<file path="src/rtl/amc_ioctl_streamer.sv">
// amc_ioctl_streamer
// Replays a valid/ready byte stream as paced ioctl write strobes for the
// AlphaMission ROM loaders, starting at a programmed base address.
//
// Ports:
//   clk, reset              clock, synchronous active-high reset
//   start                   begin a transfer (sampled only while idle)
//   base_addr, length       first address and byte count, latched on start
//   s_data/s_valid/s_ready  byte source handshake
//   ioctl_addr/data/wr      download address, byte and write strobe
//   ioctl_download          high for the whole transfer
//   busy, done, err         status: not idle, end pulse, sticky range error
//   csum                    16-bit byte sum (only with AMC_IOCTL_CHECKSUM_EN)
//
// Optional feature macro: AMC_IOCTL_CHECKSUM_EN adds the csum output.
module amc_ioctl_streamer #(
   parameter int unsigned WR_PULSE = 1,
   parameter int unsigned WR_GAP   = 4,
   parameter int unsigned ADDR_W   = 20
) (
   input  logic              clk,
   input  logic              reset,
   input  logic              start,
   input  logic [ADDR_W-1:0] base_addr,
   input  logic [ADDR_W:0]   length,
   input  logic [7:0]        s_data,
   input  logic              s_valid,
   output logic              s_ready,
   output logic [ADDR_W-1:0] ioctl_addr,
   output logic [7:0]        ioctl_data,
   output logic              ioctl_wr,
   output logic              ioctl_download,
   output logic              busy,
   output logic              done,
`ifdef AMC_IOCTL_CHECKSUM_EN
   output logic [15:0]       csum,
`endif
   output logic              err
);

   localparam int unsigned CNT_W = 8;
   localparam int unsigned SUM_W = ADDR_W + 2;
   localparam logic [CNT_W-1:0] PULSE_LAST = CNT_W'(WR_PULSE - 1);
   // Only meaningful when the gap is enabled.
   localparam logic [CNT_W-1:0] GAP_LAST   = CNT_W'(WR_GAP - 1);
   localparam bit               GAP_EN     = (WR_GAP != 0);
   localparam logic [ADDR_W:0]  LEN_ONE    = (ADDR_W+1)'(1);
   localparam logic [SUM_W-1:0] ADDR_SPAN  = SUM_W'(1) << ADDR_W;

   typedef enum logic [2:0] {
      IDLE,
      FETCH,
      SETUP,
      STROBE,
      HOLD,
      FINISH
   } state_t;

   state_t             state;
   logic [CNT_W-1:0]   phase_cnt;
   logic [ADDR_W:0]    len_q;
   logic [ADDR_W:0]    sent_cnt;

   logic [SUM_W-1:0]   end_addr_c;
   logic               range_bad_c;
   logic [ADDR_W:0]    sent_next_c;
   logic               last_byte_c;
   logic               byte_end_c;

   // Range check: one past the last address must not exceed the address space.
   assign end_addr_c  = SUM_W'(base_addr) + SUM_W'(length);
   assign range_bad_c = (end_addr_c > ADDR_SPAN);

   assign sent_next_c = sent_cnt + LEN_ONE;
   assign last_byte_c = (sent_next_c == len_q);

   // Byte finishes at the end of HOLD, or at the end of STROBE when there is no gap.
   assign byte_end_c = ((state == STROBE) && (phase_cnt == PULSE_LAST) && !GAP_EN) ||
                       ((state == HOLD)   && (phase_cnt == GAP_LAST)   &&  GAP_EN);

   // Sequencer with registered outputs.
   always_ff @(posedge clk) begin
      if (reset) begin
         state          <= IDLE;
         phase_cnt      <= '0;
         len_q          <= '0;
         sent_cnt       <= '0;
         s_ready        <= 1'b0;
         ioctl_addr     <= '0;
         ioctl_data     <= '0;
         ioctl_wr       <= 1'b0;
         ioctl_download <= 1'b0;
         busy           <= 1'b0;
         done           <= 1'b0;
         err            <= 1'b0;
      end else begin
         done <= 1'b0;
         case (state)
            IDLE: begin
               if (start) begin
                  len_q    <= length;
                  sent_cnt <= '0;
                  err      <= 1'b0;
                  if (length == '0) begin
                     busy  <= 1'b1;
                     done  <= 1'b1;
                     state <= FINISH;
                  end else if (range_bad_c) begin
                     err  <= 1'b1;
                     done <= 1'b1;
                  end else begin
                     ioctl_addr     <= base_addr;
                     ioctl_download <= 1'b1;
                     s_ready        <= 1'b1;
                     busy           <= 1'b1;
                     state          <= FETCH;
                  end
               end
            end
            FETCH: begin
               if (s_valid && s_ready) begin
                  ioctl_data <= s_data;
                  s_ready    <= 1'b0;
                  state      <= SETUP;
               end
            end
            SETUP: begin
               ioctl_wr  <= 1'b1;
               phase_cnt <= '0;
               state     <= STROBE;
            end
            STROBE: begin
               if (phase_cnt == PULSE_LAST) begin
                  ioctl_wr  <= 1'b0;
                  phase_cnt <= '0;
                  if (GAP_EN) begin
                     state <= HOLD;
                  end
               end else begin
                  phase_cnt <= phase_cnt + CNT_W'(1);
               end
            end
            HOLD: begin
               phase_cnt <= phase_cnt + CNT_W'(1);
            end
            FINISH: begin
               busy  <= 1'b0;
               state <= IDLE;
            end
            default: begin
               state <= IDLE;
            end
         endcase

         // End-of-byte bookkeeping overrides the per-state next state.
         if (byte_end_c) begin
            sent_cnt <= sent_next_c;
            if (last_byte_c) begin
               ioctl_download <= 1'b0;
               done           <= 1'b1;
               state          <= FINISH;
            end else begin
               ioctl_addr <= ioctl_addr + ADDR_W'(1);
               s_ready    <= 1'b1;
               state      <= FETCH;
            end
         end
      end
   end

`ifdef AMC_IOCTL_CHECKSUM_EN
   // Running byte sum, taken once per byte in the first strobe cycle.
   always_ff @(posedge clk) begin
      if (reset) begin
         csum <= '0;
      end else if ((state == IDLE) && start) begin
         csum <= '0;
      end else if ((state == STROBE) && (phase_cnt == '0)) begin
         csum <= csum + 16'(ioctl_data);
      end
   end
`endif

endmodule

</file>
<file path="config.mk">
export PLATFORM = sky130hd
export DESIGN_NAME = amc_ioctl_streamer
export DESIGN_NICKNAME = d
export VERILOG_FILES = /design/src/rtl/amc_ioctl_streamer.sv
export SDC_FILE = /design/constraint.sdc
export NUM_CORES = 1
export LEC_CHECK = 0
export BUFFER_PORTS_ARGS = -buffer_cell sky130_fd_sc_hd__buf_2
export CAP_MARGIN = 20
export CORE_ASPECT_RATIO = 1.75
export CORE_UTILIZATION = 35
export DETAILED_ROUTE_END_ITERATION = 8
export PLACE_DENSITY = 0.64
export SLEW_MARGIN = 20
export SYNTH_ARGS = -nofsm -noshare
export SYNTH_HDL_FRONTEND = slang
export SYNTH_SLANG_ARGS = --single-unit
</file>
<file path="constraint.sdc">
create_clock -name clk -period 5.3 [get_ports clk]
set_input_delay 0.53 -clock clk [delete_from_list [all_inputs] [get_ports clk]]
set_output_delay 0.53 -clock clk [all_outputs]
set_load 0.01 [all_outputs]
</file>
# Yosys cells after proc, flatten, opt, wreduce, memory -nomap -nowiden

Index checks and enable logic that the tools add are counted.

Bits in registers: 87
Word-level logic and storage cells: 93
Output and inout port bits: 34
Input bits: 53

$add $sub $neg: 4
Equality and inequality tests: 15
Order comparisons: 1
Muxes and demuxes: 45
Reduce and logical (&&, ||, !) cells: 16

Operator list:

| operator                                                        | count |
|---|---|
| 2-to-1 mux 20 bit                                               | 6 |
| 2-to-1 mux 21 bit                                               | 3 |
| case mux 8 bit (3 select lines)                                 | 1 |
| 2-to-1 mux 1 bit                                                | 23 |
| adder 20 x 21 -> 22 bit                                         | 1 |
| greater-than comparator 22 x 21 -> 1 bit, second input constant | 1 |
| adder 21 x 1 -> 21 bit, second input constant                   | 1 |
| == test 21 bit                                                  | 1 |
| zero test 21 bit                                                | 1 |
| 2-to-1 mux 3 bit                                                | 7 |
| adder 20 x 1 -> 20 bit, second input constant                   | 1 |
| case mux 3 bit (5 select lines)                                 | 1 |
| != test 3 bit, second input constant                            | 3 |
| adder 8 x 1 -> 8 bit, second input constant                     | 1 |
| == test 8 x 2 -> 1 bit, second input constant                   | 1 |
| zero test 8 bit                                                 | 1 |
| 2-to-1 mux 8 bit                                                | 1 |
| AND reduction 2 bit                                             | 4 |
| nonzero test 2 bit                                              | 4 |
| == test 3 x 2 -> 1 bit, second input constant                   | 2 |
| == test 3 bit, second input constant                            | 2 |
| case mux 1 bit (2 select lines)                                 | 3 |
| AND reduction 5 bit                                             | 1 |
| != test 2 bit, second input constant                            | 2 |
| other kinds (8)                                                 | 9 |

# Depth between registers and ports, before layout

Word-level depth: 8
Depth in mapped cells: 15

# Worst setup path before layout

OpenSTA, ideal clock, no wires.

Path kind: input to register
Start: input port base_addr[0]
End: register ioctl_addr[1]
Stages on the path: 14
Library setup time: 115 ps
Required time: 5185 ps
Data arrival time: 3748 ps
Slack: 1438 ps
Path buffers: 1
Cells stage by stage: ha_1 -> inv_1 -> fa_1 -> nand2b_1 -> a221o_1 -> a31oi_1 -> o221ai_1 -> or4_4 -> a2111oi_4 -> o2111ai_2 -> a211oi_2 -> buf_4 -> mux2_1 -> o21a_1

Longest elaborated chain between the ends: 8

Ends and longest elaborated chain:

| what                                         | line | text |
|---|---|---|
| from (decl)                                  | 24   | `input logic [ADDR_W-1:0] base_addr,` |
| adder 20 x 21 -> 22 bit (*)                  | 71   | `assign end_addr_c = SUM_W'(base_addr) + SUM_W'(length);` |
| greater-than comparator 22 x 21 -> 1 bit (*) | 72   | `assign range_bad_c = (end_addr_c > ADDR_SPAN);` |
| 2-to-1 mux 20 bit (*)                        | 108  | `end else if (range_bad_c) begin` |
| 2-to-1 mux 20 bit (*)                        | 104  | `if (length == '0) begin` |
| 2-to-1 mux 20 bit (*)                        | 100  | `if (start) begin` |
| 2-to-1 mux 20 bit (*)                        | 98   | `case (state)` |
| 2-to-1 mux 20 bit                            | 158  | `if (last_byte_c) begin` |
| 2-to-1 mux 20 bit (*)                        | 156  | `if (byte_end_c) begin` |
| to (signal assigned)                         | 112  | `ioctl_addr <= base_addr;` |
| to (signal assigned)                         | 163  | `ioctl_addr <= ioctl_addr + ADDR_W'(1);` |
| to (decl)                                    | 29   | `output logic [ADDR_W-1:0] ioctl_addr,` |

Every way passes the cells marked *; elsewhere a longest branch is shown, timed or not.
A chain may end at the register's enable or synchronous reset.

# Final worst setup path

Start: register sent_cnt[0]
End: register ioctl_addr[16]

Longest elaborated chain between the ends: 4

Ends and longest elaborated chain:

| what                   | line | text |
|---|---|---|
| from (decl)            | 62   | `logic [ADDR_W:0] sent_cnt;` |
| from (signal assigned) | 157  | `sent_cnt <= sent_next_c;` |
| adder 21 x 1 -> 21 bit | 74   | `assign sent_next_c = sent_cnt + LEN_ONE;` |
| == test 21 bit         | 75   | `assign last_byte_c = (sent_next_c == len_q);` |
| 2-to-1 mux 20 bit      | 158  |  |
| 2-to-1 mux 20 bit      | 156  |  |

No other way between the ends.

==> qor.json <==
{
  "result_of_the_run": "completed",
  "vdd_drop_max_v": 0.000134,
  "netlist-cell-type-count": 79,
  "final-setup-viol-count": 0,
  "number_of_endpoints_with_negative_hold_slack_in_the_final_report": 0,
  "slew_headroom": 0.392,
  "wl_microns": 18500,
  "die_area_sq_um": 17900,
  "critPathKind": "reg2reg",
  "iteration_0_drc_count_of_the_detailed_router": 270,
  "antenna-diode-count": 0,
  "max_stage_delay_ns": 0.56,
  "p_switching_uw": 520,
  "tritoncts.num_buffers": 9,
  "pwr-share-comb": 0.204,
  "clock-skew-final_ns": 0.00900,
  "std_cell_rows": 63,
  "cp_cell_sequence": "ha_1 -> nand3_1 -> nor4_1 -> buf_4 -> and3_1 -> xnor2_1 -> nand3_1 -> or4_1 -> a2111oi_2 -> nor2_4 -> or3b_2 -> a31oi_1",
  "cpMaxStageDelayCell": "sky130_fd_sc_hd__or4_1",
  "max-clock-path-buffers": 2,
  "numPortBuffers": 86,
  "grt_overflow": 0,
  "cp_data_required_time_ns": 5.57,
  "seq_area_sq_um": 1740,
  "critical-path-top-cell-by-count": "sky130_fd_sc_hd__nand3_1",
  "ctsHtreeMaxLevel": 3,
  "period_minus_slack_ns": 4.11,
  "post_cts_hold_buffer_count": 0,
  "final_min_period_over_clock_period": 0.775,
  "cts.reportedPaths.clkPinSlew_ns": 0.07,
  "clock_sinks": 87,
  "p_leak_uw": 0.00272,
  "global_route_wire_length_before_repair_microns": 29300,
  "synth.avg_cell_area_sq_um": 7.42,
  "switch_share": 0.312,
  "rsz0062_at_grt": "no",
  "postCtsSetupBuffers": 0,
  "finalMaxSlewViolations": 0,
  "tightest_slew_ns": 0.913,
  "crit_path_start_kind": "register",
  "final.fill_count": 1788,
  "proportion_of_power_drawn_by_flip_flops_and_latches": 0.422,
  "holdCritPathClass": "in2reg",
  "area_delta_synth_final_pct": 14.8,
  "timing.critical_path.arrival_ns": 4.38,
  "endpoint_kind": "register",
  "cap_violations": 0,
  "final_wtd_congestion": 1.04,
  "multiInputGateArea_sq_um": 4100,
  "die_y_microns": 176,
  "routed_wire_length_per_instance_microns": 16.7,
  "critical_path_peak_fanout": 40,
  "postPlaceCellArea_sq_um": 6680,
  "clkLatencyLatePin_ns": 0.36,
  "routed-via-count": 6224,
  "achievable-frequency_mhz": 243,
  "p_int_uw": 1150,
  "core_area_sq_um": 16900,
  "grt_antenna_before_repair": 0,
  "synth-seq-cells": 87,
  "grt_use_total": 0.213,
  "power_per_cell_area_nw_per_um2": 239,
  "route.detailed.drc": 0,
  "synth-edff-count": 0,
  "floorplan.die.width_microns": 102,
  "cts_resized": 0,
  "synth-async-reset-ratio": 0,
  "tritoncts_clock_tree": "yes",
  "post_synth_instance_area_sq_um": 6070,
  "dpl.hpwl_microns": 14400,
  "setup_tns_ns": 0,
  "final_net_count": 959,
  "final_cell_area_sq_um": 6970,
  "synthFlopType": "sky130_fd_sc_hd__dfxtp_1",
  "synth.net_count": 896,
  "maximum_number_of_pins_on_one_net_before_global_route_repair": 48,
  "ioPinCount": 87,
  "synthCells": 818,
  "firstDrtPassIters": 4,
  "viasPerCell": 5.59,
  "cts_root_buf": "sky130_fd_sc_hd__clkbuf_16",
  "post_route_cells_drive_above_1_share": 0.152,
  "yosysWarningCount": 0,
  "synth_sequential_area_ratio": 0.287,
  "grt_pass1_vias": 5819,
  "power.share.clock": 0.374,
  "antenna_violating_nets_post_route": 0,
  "initial_core_util": 0.358
}
sequential cells by signal (all words and copies together), names as in the netlist, 3 cells and up:
signal and count:
ioctl_data 8, phase_cnt 8, ioctl_addr 20, state 3
sent_cnt 21, len_q 21
worst paths after layout:
check | from | to | slack, ns | cells past startpoint
max reg2reg | sent_cnt[0]$_SDFFE_PP0P_ | ioctl_addr[16]$_SDFF_PP0_ | 1.19 | 12
min reg2reg | len_q[6]$_SDFFE_PP0P_ | len_q[6]$_SDFFE_PP0P_ | 0.47 | 2
max | sent_cnt[0]$_SDFFE_PP0P_ | ioctl_addr[16]$_SDFF_PP0_ | 1.19 | 12
min | s_data[1] | ioctl_data[1]$_SDFFE_PP0P_ | 0.41 | 3
cell families (layout without fill, tap and decap cells):
| kind of cell | count (synthesis) | in the layout | share of synthesized area |
|---|---|---|---|
| AOI/OAI and AO/OA | 220 | 220 | 0.230 |
| xor gates and xnor gates | 41 | 41 | 0.0592 |
| and+or+nand+nor | 371 | 371 | 0.308 |
| adders and majority gates | 25 | 25 | 0.0528 |
| muxes | 13 | 13 | 0.0221 |
| DFF | 87 | 87 | 0.287 |
| buffers and inverters | 61 | 129 | 0.0416 |
cell usage after synthesis, drive strengths merged, types with 7 or more instances:
| cell type | count | share of area |
|---|---|---|
| or3b | 19 | 0.027 |
| nand4 | 15 | 0.015 |
| a211oi | 13 | 0.017 |
| and2 | 18 | 0.019 |
| mux2i | 10 | 0.016 |
| nand2 | 117 | 0.073 |
| o21ai | 51 | 0.042 |
| nor3 | 21 | 0.018 |
| buf | 7 | 0.0082 |
| nor4 | 10 | 0.010 |
| xnor2 | 27 | 0.039 |
| ha | 24 | 0.049 |
| a31oi | 24 | 0.025 |
| or4 | 8 | 0.011 |
| a21oi | 75 | 0.062 |
| or3 | 7 | 0.0080 |
| nor2 | 85 | 0.053 |
| dfxtp | 87 | 0.29 |
| nor2b | 10 | 0.010 |
| inv | 18 | 0.011 |
| clkbuf | 35 | 0.022 |
| and3 | 11 | 0.011 |
| nand3 | 27 | 0.023 |
| xor2 | 14 | 0.020 |
power groups by stage:
stage	Combinational [uW]	Clock, uW	Sequential [uW]
after floorplan	225	0	716
after global placement	337	0	719
after detailed placement	338	0	719
after CTS	339	639	704
after global routing	373	668	708
final	340	623	704
critical path: cells and delay by family (launching register included):
kind,cells,cell delay [ns]
xor gates and xnor gates,1,0.16
buffers and inverters,1,0.19
and+or+nand+nor,7,2.26
adders and majority gates,1,0.28
AOI/OAI and AO/OA,2,0.70
DFF,1,0.43
through the flow:
step	power, uW	hold slack [ns]	util	std cells	setup slack (ns)
final	1670	0.405	0.411	1113	1.19
after global routing	1750	0.402	0.411	1113	0.887
after CTS	1680	0.396	0.411	1113	1.15
after detailed placement	1060	0.462	0.394	1097	1.05
after global placement	1060	0.457	0.394	1097	1.08
after floorplan	941	0.448	-	818	1.44
layout make-up:
| cell class | instances | area share |
|---|---|---|
| clock buffers | 12 | 0.0354 |
| clock inverters | 4 | 0.00539 |
| inverters | 19 | 0.0102 |
| multi-input cells | 670 | 0.588 |
| flip-flops and latches | 87 | 0.250 |
| well taps | 227 | 0.0408 |
| repair buffers | 94 | 0.0704 |
metal layers:
layer	track usage	wire length (microns)	up-vias
met5	0	0	-
met4	0.136	1220	0
met3	0.0293	593	56
met2	0.396	9700	153
met1	0.218	7020	2928
li1	-	-	3087
layout by cell type (no fill, tap or decap), types with 9 or more instances in the layout:
cell	Yosys	final
sky130_fd_sc_hd__clkbuf_16	0	9
sky130_fd_sc_hd__o21ai_0	45	45
sky130_fd_sc_hd__a21oi_1	74	74
sky130_fd_sc_hd__dfxtp_1	87	87
sky130_fd_sc_hd__and3_1	11	11
sky130_fd_sc_hd__xor2_1	14	14
sky130_fd_sc_hd__nor2_1	85	84
sky130_fd_sc_hd__buf_2	4	86
sky130_fd_sc_hd__nor3_1	20	20
sky130_fd_sc_hd__nand2_1	116	116
sky130_fd_sc_hd__and2_1	18	18
sky130_fd_sc_hd__a211oi_1	12	12
sky130_fd_sc_hd__nor2b_1	10	10
sky130_fd_sc_hd__inv_1	18	18
sky130_fd_sc_hd__ha_1	24	24
sky130_fd_sc_hd__mux2i_1	10	10
sky130_fd_sc_hd__a31oi_1	24	24
sky130_fd_sc_hd__xnor2_1	27	27
sky130_fd_sc_hd__nand4_1	15	15
sky130_fd_sc_hd__or3b_1	11	11
sky130_fd_sc_hd__nand3_1	26	26
sky130_fd_sc_hd__nor4_1	10	10
No activity file was read; power rests on OpenSTA's default activity.
